$ cat src/rtl/bdm_pkg.sv
// Shared opcodes and state encodings for the BDM command sequencer.
// The state encodings are also what the host uses to decode state_dbg.
package bdm_pkg;

  localparam logic [2:0] OP_NOP   = 3'd0;
  localparam logic [2:0] OP_BOOT  = 3'd1;
  localparam logic [2:0] OP_STOP  = 3'd2;
  localparam logic [2:0] OP_WRITE = 3'd3;
  localparam logic [2:0] OP_READ  = 3'd4;
  localparam logic [2:0] OP_DELAY = 3'd5;
  localparam logic [2:0] OP_ECHO  = 3'd6;
  localparam logic [2:0] OP_VPP   = 3'd7;

  typedef enum logic [3:0] {
    IDLE    = 4'd0,
    BOOT    = 4'd1,
    SYNC    = 4'd2,
    TX_WAIT = 4'd3,
    TX_BUSY = 4'd4,
    RX_BUSY = 4'd5,
    RX_HOLD = 4'd6,
    DELAY   = 4'd7,
    ECHO    = 4'd8
  } state_t;

  // States in which the sequencer is waiting on the engine (watchdog armed).
  function automatic logic is_engine_wait(state_t s);
    return (s == BOOT) || (s == SYNC) || (s == TX_BUSY) || (s == RX_BUSY);
  endfunction

endpackage

$ cat src/rtl/bdm_watchdog.sv
// Per-byte engine watchdog; present only when BDM_SEQ_TIMEOUT_EN is defined.
// expired is high while counting and the count sits at TIMEOUT_CYCLES-1.
`ifdef BDM_SEQ_TIMEOUT_EN
module bdm_watchdog #(
  parameter int TIMEOUT_W      = 16,
  parameter int TIMEOUT_CYCLES = 50000
) (
  input  logic clk,
  input  logic rst,
  input  logic clear,
  input  logic count_en,
  output logic expired
);

  localparam logic [TIMEOUT_W-1:0] TERM = TIMEOUT_W'(TIMEOUT_CYCLES - 1);

  logic [TIMEOUT_W-1:0] cnt;

  always_ff @(posedge clk or posedge rst) begin
    if (rst)
      cnt <= '0;
    else if (clear)
      cnt <= '0;
    else if (count_en && (cnt != TERM))
      cnt <= cnt + TIMEOUT_W'(1);
  end

  assign expired = count_en && (cnt == TERM);

endmodule
`endif

$ cat src/rtl/bdm_cmd_sequencer.sv
// BDM command sequencer: runs opcode commands and multi-byte BDC bursts
// against the byte engine. Watchdog is built only with BDM_SEQ_TIMEOUT_EN.
module bdm_cmd_sequencer
  import bdm_pkg::*;
#(
  parameter int DATA_W         = 8,
  parameter int LEN_W          = 4,
  parameter int DELAY_SHIFT    = 4,
  parameter int TIMEOUT_W      = 16,
  parameter int TIMEOUT_CYCLES = 50000
) (
  input  logic              clk,
  input  logic              rst,
  input  logic              cmd_valid,
  output logic              cmd_ready,
  input  logic [2:0]        cmd_op,
  input  logic [LEN_W-1:0]  cmd_len,
  input  logic [DATA_W-1:0] cmd_arg,
  input  logic              wr_valid,
  input  logic [DATA_W-1:0] wr_data,
  output logic              wr_ready,
  output logic              rd_valid,
  output logic [DATA_W-1:0] rd_data,
  input  logic              rd_ready,
  output logic              eng_boot,
  input  logic              eng_boot_done,
  output logic              eng_sync,
  input  logic              eng_sync_done,
  output logic              eng_stop,
  output logic              eng_tx,
  output logic [DATA_W-1:0] eng_tx_data,
  output logic              eng_rx,
  input  logic [DATA_W-1:0] eng_rx_data,
  input  logic              eng_done,
  output logic              mcu_vpp,
  output logic              cmd_done,
  output logic              err_timeout,
  input  logic              err_clr,
  output logic [3:0]        state_dbg
);

  localparam int DLY_W = DATA_W + DELAY_SHIFT;

  state_t            state, state_n;
  logic [LEN_W-1:0]  rem, rem_n;
  logic [DLY_W-1:0]  dly, dly_n;
  logic              boot_n, sync_n, stop_n, tx_n, rx_n, done_n, vpp_n, rdv_n, err_n;
  logic [DATA_W-1:0] txd_n, rdd_n;
  logic              wd_expired;

`ifdef BDM_SEQ_TIMEOUT_EN
  bdm_watchdog #(
    .TIMEOUT_W     (TIMEOUT_W),
    .TIMEOUT_CYCLES(TIMEOUT_CYCLES)
  ) u_watchdog (
    .clk     (clk),
    .rst     (rst),
    .clear   (boot_n | sync_n | stop_n | tx_n | rx_n),
    .count_en(is_engine_wait(state)),
    .expired (wd_expired)
  );
`else
  logic unused_cfg;
  assign unused_cfg = err_clr ^ (TIMEOUT_W > 0) ^ (TIMEOUT_CYCLES > 0);
  assign wd_expired = 1'b0;
`endif

  assign cmd_ready = (state == IDLE);
  assign wr_ready  = (state == TX_WAIT);
  assign state_dbg = state;

  always_comb begin
    state_n = state;
    rem_n   = rem;
    dly_n   = dly;
    boot_n  = 1'b0;
    sync_n  = 1'b0;
    stop_n  = 1'b0;
    tx_n    = 1'b0;
    rx_n    = 1'b0;
    done_n  = 1'b0;
    vpp_n   = mcu_vpp;
    rdv_n   = rd_valid;
    rdd_n   = rd_data;
    txd_n   = eng_tx_data;
`ifdef BDM_SEQ_TIMEOUT_EN
    err_n   = err_timeout & ~err_clr;
`else
    err_n   = 1'b0;
`endif
    case (state)
      IDLE: if (cmd_valid) begin
        case (cmd_op)
          OP_NOP:  done_n = 1'b1;
          OP_BOOT: begin boot_n = 1'b1; state_n = BOOT; end
          OP_STOP: begin stop_n = 1'b1; done_n = 1'b1; end
          OP_WRITE:
            if (cmd_len == '0) done_n = 1'b1;
            else begin rem_n = cmd_len; state_n = TX_WAIT; end
          OP_READ:
            if (cmd_len == '0) done_n = 1'b1;
            else begin rem_n = cmd_len; rx_n = 1'b1; state_n = RX_BUSY; end
          OP_DELAY: begin dly_n = DLY_W'(cmd_arg) << DELAY_SHIFT; state_n = DELAY; end
          OP_ECHO:  begin rdd_n = cmd_arg; rdv_n = 1'b1; state_n = ECHO; end
          default:  begin vpp_n = cmd_arg[0]; done_n = 1'b1; end
        endcase
      end
      BOOT:
        if (eng_boot_done) begin sync_n = 1'b1; state_n = SYNC; end
      SYNC:
        if (eng_sync_done) begin done_n = 1'b1; state_n = IDLE; end
      TX_WAIT:
        if (wr_valid) begin txd_n = wr_data; tx_n = 1'b1; state_n = TX_BUSY; end
      TX_BUSY:
        if (eng_done) begin
          rem_n = rem - LEN_W'(1);
          if (rem == LEN_W'(1)) begin done_n = 1'b1; state_n = IDLE; end
          else state_n = TX_WAIT;
        end
      RX_BUSY:
        if (eng_done) begin rdd_n = eng_rx_data; rdv_n = 1'b1; state_n = RX_HOLD; end
      RX_HOLD:
        if (rd_ready) begin
          rdv_n = 1'b0;
          rem_n = rem - LEN_W'(1);
          if (rem == LEN_W'(1)) begin done_n = 1'b1; state_n = IDLE; end
          else begin rx_n = 1'b1; state_n = RX_BUSY; end
        end
      DELAY:
        if (dly == '0) begin done_n = 1'b1; state_n = IDLE; end
        else dly_n = dly - DLY_W'(1);
      ECHO:
        if (rd_ready) begin rdv_n = 1'b0; done_n = 1'b1; state_n = IDLE; end
      default: state_n = IDLE;
    endcase
    // A done arriving on the terminal count already moved us out above.
    if (wd_expired && (state_n == state)) begin
      err_n   = 1'b1;
      done_n  = 1'b1;
      rem_n   = '0;
      state_n = IDLE;
    end
  end

  always_ff @(posedge clk or posedge rst) begin
    if (rst) begin
      state       <= IDLE;
      rem         <= '0;
      dly         <= '0;
      eng_boot    <= 1'b0;
      eng_sync    <= 1'b0;
      eng_stop    <= 1'b0;
      eng_tx      <= 1'b0;
      eng_rx      <= 1'b0;
      cmd_done    <= 1'b0;
      mcu_vpp     <= 1'b0;
      rd_valid    <= 1'b0;
      rd_data     <= '0;
      eng_tx_data <= '0;
      err_timeout <= 1'b0;
    end else begin
      state       <= state_n;
      rem         <= rem_n;
      dly         <= dly_n;
      eng_boot    <= boot_n;
      eng_sync    <= sync_n;
      eng_stop    <= stop_n;
      eng_tx      <= tx_n;
      eng_rx      <= rx_n;
      cmd_done    <= done_n;
      mcu_vpp     <= vpp_n;
      rd_valid    <= rdv_n;
      rd_data     <= rdd_n;
      eng_tx_data <= txd_n;
      err_timeout <= err_n;
    end
  end

endmodule

$ cat config.mk
export PLATFORM = sky130hd
export DESIGN_NAME = bdm_cmd_sequencer
export DESIGN_NICKNAME = d
export VERILOG_FILES = /design/src/rtl/bdm_pkg.sv /design/src/rtl/bdm_watchdog.sv /design/src/rtl/bdm_cmd_sequencer.sv
export SDC_FILE = /design/constraint.sdc
export NUM_CORES = 1
export LEC_CHECK = 0
export BUFFER_PORTS_ARGS = -buffer_cell sky130_fd_sc_hd__buf_2
export CORE_ASPECT_RATIO = 0.7
export CORE_UTILIZATION = 53
export CTS_CLUSTER_SIZE = 10
export DETAILED_ROUTE_END_ITERATION = 12
export PLACE_DENSITY = 0.93
export SLEW_MARGIN = 20
export SYNTH_ARGS = -nofsm -noshare
export SYNTH_HDL_FRONTEND = slang
export SYNTH_HIERARCHICAL = 1
export SYNTH_SLANG_ARGS = --single-unit
$ cat constraint.sdc
create_clock -name clk -period 2.9 [get_ports clk]
set_clock_uncertainty 0.15 [all_clocks]
set_input_delay 0.58 -clock clk [delete_from_list [all_inputs] [get_ports clk]]
set_output_delay 0.58 -clock clk [all_outputs]
set_load 0.005 [all_outputs]
Word-level counts from Yosys, hierarchy flattened
Cells that the tools add are included.
- register bits: 44
- bits of input ports: 40
- output and inout bits: 31
- word-level logic and storage cells: 128
- add/subtract/negate cells: 2
- equality and inequality tests: 33
- multiplexer cells: 60
- bitwise logic cells: 1
- reductions and logical operators: 19
- operators with widths (cell ; count):
    $mux 4 ; 16
    $mux 12 ; 3
    $pmux 4 s9 ; 1
    $mux 1 ; 27
    $mux 8 ; 3
    $ne 2x2->1 const B ; 12
    $pmux 12 s2 ; 1
    $pmux 4 s5 ; 1
    $eq 4x3->1 const B ; 4
    $pmux 8 s2 ; 1
    $logic_not 12->1 ; 1
    $pmux 4 s3 ; 1
    $reduce_and 12->1 ; 1
    $sub 12x1->12 const B ; 1
    $eq 3x3->1 const B ; 3
    $eq 4x1->1 const B ; 2
    $eq 4x2->1 const B ; 2
    $logic_not 4->1 ; 2
    $reduce_and 4->1 ; 2
    $reduce_or 7->1 ; 1
    $eq 3x2->1 const B ; 2
    $ne 2x1->1 const B ; 3
    $ne 3x3->1 const B ; 2
    $ne 6x1->1 const B ; 1
    other kinds (18) ; 22

Depth between registers and ports, before layout
Gate-level depths: netlist of the first run.
- depth in word-level cells: 5
- gate-level depth with buffers: 8
- mapped depth without buffers: 7

Worst setup path before layout of the first run
No wires, ideal clock.
- path kind: reg2reg
- from: register dly[0]
- to: register state[2] (netlist: state_dbg[2])
- library setup time: 0.125 ns
- arrival: 1.898 ns
- data required time: 2.625 ns
- slack: 0.727 ns
- stages on the path, launching flop included: 8
- path buffers: 0
- period minus slack after synthesis: 2.173 ns
- path through: dfrtp_1 -> inv_1 -> ha_1 -> or4b_1 -> nor2_2 -> a21o_4 -> o221ai_2 -> mux2_4
- longest elaborated chain between the ends: 3
- RTL lines (what ; line ; text):
    start, declared ; bdm_cmd_sequencer.sv:46 ; logic [DLY_W-1:0] dly, dly_n;
    start signal, assigned ; bdm_cmd_sequencer.sv:164 ; dly <= dly_n;
    $logic_not 12->1 ; bdm_cmd_sequencer.sv:130 ; if (dly == '0) begin done_n = 1'b1; state_n = IDLE; end
    $ne 2x2->1 (no source line) ; n/a ;
    $reduce_and 12->1 (no source line) ; n/a ;
    end signal, assigned ; bdm_cmd_sequencer.sv:162 ; state <= state_n;
    end, declared ; bdm_cmd_sequencer.sv:44 ; state_t state, state_n;
Every way passes these cells.
A chain may end at the register's enable or synchronous reset.

Worst setup path after layout of the first run
- from: register state[2] (netlist: state_dbg[2])
- to: register dly[3]
- longest elaborated chain between the ends: 3
- elaborated cells on any way between the ends: 8
- those cells by class: eq/ne (4); mux (1); reduce/logical (3)
- RTL lines (what ; line ; text):
    $eq 4x3->1 / $logic_not 4->1 (equally long branches) ; bdm_cmd_sequencer.sv:91 ; case (state)
    $ne 2x2->1 (no source line), or another cell as far along ; n/a ;
    $reduce_and 4->1 (no source line) ; n/a ;
Parallel ways exist; a longest one is shown, timed or not.

==> summary.md, run 1 <==
| Metric | Value |
|---|---|
| Fin cells | 413 |
| Largest net degree at the start of global routing | 45 |
| FMAX | 399 MHz |
| Die Ht | 60.6 um |
| CTS buffer count | 5 |
| VDD IR max | 0.299 mV |
| Comb pwr share | 42.8% |
| Placer Congestion | 0.917 |
| Power per cell area | 898 nW/um^2 |
| Num ports | 71 |
| Busiest grt layer | met2 |
| Share of cells above drive strength 1 | 29.4% |
| R2R Path End | dly[3] |
| Syn_nets | 323 |
| Max Fanout on Critical Path | 20 |
| Final net count | 389 |
| Asr flop ratio synth | 100% |
| Crit. Startpoint | state_dbg[2] |
| Synth Register Bits | 44 |
| Total Wirelength | 6930 um |
| Synthesis-to-layout area growth | 20.3% |
| Setup CP Type | reg -> reg |
| Synthesized area | 2600 um^2 |
| Worst-case reg-to-reg path depth | 5 |
| Slew headroom | 53.4% |
| Final Hold Viols | 0 |
| RSZ-0062 raised after global routing | false |
| M3 GR Usage | 7.21% |
| Startpoint Class | register |
| Sw power | 0.00110 W |
| Synthesized area per cell | 9.27 um^2 |
| Post-Syn Instances | 280 |
| GRT Residual Overflow | 0 |
| Clock sink count | 44 |
| GRT met1 Usage | 35.8% |
| # DRC | 0 |
| Post-synth EDFFs | 0 |
| PnR Total Power | 0.00280 W |
| Synth cell types | 64 |
| Seq/Total Area, Yosys | 42.4% |
| Slew @ Worst Pin | 0.699 ns |
| Outcome | complete, no violations |
| Vias in the first global route | 2270 |
| Slew Viols, Final | 0 |
| Post-CTS Resized | 0 |
| Cell-internal power | 0.00170 W |
| Total Neg Setup Slack | 0 ns |
| Main synth FF type | dfrtp_1 |
| Final design utilization | 69.0% |
| Antenna diodes | 0 |
| Final-layout fill cell count | 335 |
| Register-to-Register Setup Slack | 0.40 ns |
| Synthesis Warnings | 6 |
| Initial antenna violation count | 0 |
| P_leak | 1.48 nW |
| Detailed Route Iter0 Violations | 292 |
| Via count | 2499 |
| Crit. End Element | register |
| Number of routed nets with antenna violations | 0 |
| Buffer depth of the longest clock path | 2 |
| Cts hold-fix bufs | 0 |
| Total GRT Usage | 27.8% |
| Port Buf Inserts | 68 |
| Core Box Area | 4530 um^2 |
| Final setup violation count | 0 |
| Clk Latency, worst-skew pair | 0.30 ns |
| DRT Pass-1 Iters | 5 |
| Reg power frac | 39.4% |
| Max Cap Viol | 0 |
| Period utilization | 86.4% |
| Root Buffer | clkbuf_8 |
| Final worst path period need | 2.50 ns |
| WL/cell | 16.8 um |
| Die area | 5190 um^2 |
| Chip width | 85.7 um |
| Worst Path Arrival | 2.53 ns |
| Post-CTS setup repair buffer count | 0 |
| Worst path required time | 2.93 ns |
| HPWL reported at the end of detailed placement | 4850 um |
| Placed cell count | 405 |
| Initial Util | 57.3% |
| Clk pwr share | 17.8% |
| Global-route met2 utilization | 43.9% |
| CTS tree | yes |
| Num rows | 20 |
| Net Sw Frac | 39.2% |
| First-pass GRT wire length | 11000 um |
| Vias per inst | 6.05 |
| Reg2Reg Launch Point | state_dbg[2] |
| Clk pin slew, worst setup/hold paths | 0.09 ns |
| HP Class | in -> async |
| H-tree depth | 2 |
[metrics by stage]
step	cell area (um^2)	hold WS (ns)	setup WS, ns
finish	3120	0.259	0.395
global route	3120	0.309	0.326
CTS	3120	0.282	0.442
detailed placement	3000	0.307	0.538
global placement	3000	0.301	0.572
floorplan	2600	0.298	0.727
[cell families after synthesis]
| kind of cell | count (synthesis) | synth area share [%] |
|---|---|---|
| xor+xnor | 2 | 0.675 |
| compound gates | 83 | 21.8 |
| mux | 13 | 5.40 |
| buf+inv | 30 | 5.11 |
| fa+ha+maj | 3 | 1.45 |
| flops | 44 | 42.4 |
| other cells | 1 | 0.144 |
| simple gates | 104 | 23.0 |
[layout make-up]
cell class	instances	area [um^2]	share of cell area, %
multi-input combinational	206	1370	43.8
clock inverter	2	38.8	1.24
sequential	44	1100	35.3
clock buffer	6	82.6	2.64
tap	66	82.6	2.64
inverter	13	48.8	1.56
timing repair buffer	76	400	12.8
[registers in the layout, indices dropped and copies added (netlist names)]
signal,flops
eng_boot,1
state_dbg,4
eng_stop,1
dly,12
eng_tx_data,8
eng_rx,1
rem,4
rd_valid,1
eng_tx,1
mcu_vpp,1
cmd_done,1
eng_sync,1
rd_data,8
[power by group through the flow]
stage          Combinational (W)  Clock, W  Sequential [W]
6_report                 0.00120  0.000499         0.00111
5_1_grt                  0.00132  0.000531         0.00114
4_1_cts                  0.00120  0.000503         0.00110
3_5_place_dp             0.00118         0         0.00110
3_3_place_gp             0.00113         0         0.00108
2_1_floorplan           0.000834         0         0.00104
[layout by cell type (no fill, tap or decap), types with 3 or more instances in the layout]
| cell type | synthesis | routed |
|---|---|---|
| ha_1 | 3 | 3 |
| buf_4 | 1 | 8 |
| nand3b_1 | 4 | 4 |
| o2bb2ai_1 | 7 | 7 |
| nand2b_1 | 3 | 3 |
| clkbuf_8 | 0 | 6 |
| nor4_1 | 3 | 3 |
| nor3_1 | 5 | 5 |
| nor2_1 | 14 | 14 |
| a22o_1 | 3 | 3 |
| o22ai_1 | 4 | 4 |
| mux2i_1 | 8 | 8 |
| nand2_1 | 43 | 43 |
| dfrtp_1 | 44 | 44 |
| buf_2 | 7 | 68 |
| a22oi_1 | 3 | 3 |
| o21ai_0 | 22 | 22 |
| o211ai_1 | 4 | 4 |
| a31oi_1 | 5 | 5 |
| mux2_2 | 4 | 4 |
| or3_1 | 4 | 4 |
| inv_1 | 12 | 12 |
| a21oi_1 | 14 | 14 |
| o22a_1 | 3 | 3 |
| nor3b_1 | 5 | 5 |
[metal layers]
layer / vias to the layer above / part of all wire, %
li1: 1151 / -
met1: 1167 / 43
met2: 147 / 44
met3: 34 / 8.7
met4: 0 / 3.8
met5: - / 0
[worst max-delay path, stage by stage, from the launching register on]
cell	delay [ns]
dfrtp_1	0.64
nor4_4	0.55
nand3_4	0.15
nor3_4	0.42
nor2_4	0.14
a211o_1	0.33
[Yosys cell counts (all sizes together), types with 3 or more instances]
cell      n  share of area [%]
o211ai    4                1.2
or3       4               0.96
clkbuf    8                1.2
mux2      5                2.3
nor3      6                1.6
nand2    43                6.2
nor3b     5                1.4
o22ai     4               0.96
o2bb2ai   7                2.4
nor4      6                2.5
a22oi     3               0.87
dfrtp    44                 42
a21oi    15                3.0
buf       9                2.1
mux2i     8                3.1
nor2     16                2.7
ha        3                1.4
a21o      3                1.2
o22a      3                1.0
nand3b    4                1.2
nand2b    3               0.72
o21ai    23                4.6
a22o      3                1.0
inv      12                1.7
a31oi     5                1.2
[how the worst max path moves through the flow]
stage / to / slack, ns
2_1_floorplan: state_dbg[2] / 0.73
3_3_place_gp: dly[3] / 0.57
3_5_place_dp: state_dbg[2] / 0.54
4_1_cts: dly[3] / 0.44
5_1_grt: dly[3] / 0.33
6_report: dly[3] / 0.40
(Power assumes the default switching activity.)
==> run 2, diff against run 1 <==
==> constraint.sdc (replaced) <==
create_clock -name clk -period 2.9 [get_ports clk]
set_clock_uncertainty 0.15 [all_clocks]
set_input_delay 0.435 -clock clk [delete_from_list [all_inputs] [get_ports clk]]
set_output_delay 0.435 -clock clk [all_outputs]
set_load 0.005 [all_outputs]
==> summary.md, run 2 (synthesis gave the netlist of run 1 again) <==
| Metric | Value |
|---|---|
| Max FFs per register | 12 |
| Sequential cell area | 1100 um^2 |
| Detailed Route Iter0 Violations | 350 |
| H-tree depth | 2 |
| Most frequent cells in the layout | buf_2, dfrtp_1, nand2_1, o21ai_0 |
| WP depth | 5 |
| Most common cell after layout, fill and taps aside | buf_2 |
| Total Wirelength | 6520 um |
| Die area | 5190 um^2 |
| CP delay by family, top | simple AND/OR/NAND/NOR gates |
| Final Hold Viols | 0 |
| Core Box Area | 4530 um^2 |
| Cell breakdown of the critical path | nor4_4 > nand3_4 > nor3_4 > nor2_4 > a211o_1 |
| Clk pin slew, worst setup/hold paths | 0.09 ns |
| Total GRT Usage | 26.7% |
| Outcome | complete, no violations |
| Port Buf Inserts | 68 |
| # DRC | 0 |
| Initial antenna violation count | 0 |
| Busiest grt layer | met2 |
| Top Registers | dly (12), eng_tx_data (8), rd_data (8) |
| Most flops, register | dly |
| Cts hold-fix bufs | 0 |
| GRT Residual Overflow | 0 |
| GRT met1 Usage | 36.6% |
| VDD IR max | 0.297 mV |
| Post-CTS Resized | 0 |
| Via count | 2467 |
| Vias per inst | 5.97 |
| Final setup violation count | 0 |
| Critical Path Slowest Stage Cell | dfrtp_1 |
| Global-route met2 utilization | 43.0% |
| CTS buffer count | 5 |
| Slew Viols, Final | 0 |
| Worst-case reg-to-reg path depth | 5 |
| Num ports | 71 |
| Multi-input logic area | 1370 um^2 |
| Post-CTS setup repair buffer count | 0 |
| Worst Path Arrival | 2.41 ns |
| Final net count | 389 |
| Num rows | 20 |
| FMAX | 420 MHz |
| WP buf/inv | 0 |
| Placer Congestion | 0.889 |
| CTS tree | yes |
| Final worst path period need | 2.38 ns |
| P_leak | 1.48 nW |
| HPWL reported at the end of detailed placement | 4790 um |
| Total Neg Setup Slack | 0 ns |
| Startpoint Class | register |
| DRT Pass-1 Iters | 5 |
| Antenna diodes | 0 |
| Buffer depth of the longest clock path | 2 |
| Vias in the first global route | 2177 |
| Final-layout fill cell count | 329 |
| Worst path required time | 2.93 ns |
| Slowest cell delay on critical path | 0.61 ns |
| Number of routed nets with antenna violations | 0 |
| Crit. End Element | register |
| Chip width | 85.7 um |
| Setup CP Type | reg -> reg |
| RSZ-0062 raised after global routing | false |
| Final design utilization | 69.0% |
| Slew @ Worst Pin | 0.621 ns |
| Slew headroom | 58.6% |
| Die Ht | 60.6 um |
| Synthesis-to-layout area growth | 20.3% |
| Largest net degree at the start of global routing | 45 |
| Period utilization | 82.1% |
| Max Cap Viol | 0 |
| Clock sink count | 44 |
| WL/cell | 15.8 um |
| Root Buffer | clkbuf_8 |
| HP Class | in -> async |
| Max Fanout on Critical Path | 20 |
| First-pass GRT wire length | 10600 um |
| Power per cell area | 893 nW/um^2 |
| Share of cells above drive strength 1 | 29.4% |
| Clk Latency, worst-skew pair | 0.30 ns |
| Initial Util | 57.3% |
| M3 GR Usage | 6.53% |
run 2: routing by layer:
layer  share of wire [%]  vias to the layer above
met5                   0                        -
met2                  46                      153
met4                 1.1                        0
li1                    -                     1157
met3                 9.7                       10
met1                  44                     1147
run 2: path summary, 6_finish.rpt:
kind | startpoint | slack [ns] | to
worst max-delay path | state_dbg[2] | 0.52 | dly[3]
worst min-delay path | rst | 0.11 | rem[2]
worst max register to register | state_dbg[2] | 0.52 | dly[3]
worst min register to register | rd_data[4] | 0.33 | rd_data[4]
max in group asynchronous | rst | 2.11 | rd_data[1]
min in group clk | wr_data[6] | 0.18 | eng_tx_data[6]
run 2: tightest hold or removal path, cell delays in order:
cell   delay, ns
buf_2       0.09
inv_1       0.04
buf_4       0.45
run 2: where the power goes:
| group | internal (W) | switching [W] | leakage (nW) | total (W) |
|---|---|---|---|---|
| Combinational | 0.000562 | 0.000626 | 0.858 | 0.00119 |
| Clock | 0.000282 | 0.000220 | 0.0614 | 0.000502 |
| Sequential | 0.000859 | 0.000241 | 0.559 | 0.00110 |
run 2: layout make-up:
type | instances | area share, %
clock buffer | 6 | 2.64
clock inverter | 2 | 1.24
inverter | 13 | 1.56
multi-input combinational | 206 | 43.8
sequential | 44 | 35.3
tap | 66 | 2.64
timing repair buffer | 76 | 12.8
run 2: metrics by stage:
stage	hold slack, ns	cells	power, W	instance area (um^2)	setup slack [ns]
global placement	0.301	405	0.00221	3000	0.596
floorplan	0.298	280	0.00187	2600	0.727
global route	0.182	413	0.00299	3120	0.375
detailed placement	0.310	405	0.00227	3000	0.547
CTS	0.132	413	0.00278	3120	0.527
finish	0.108	413	0.00279	3120	0.518
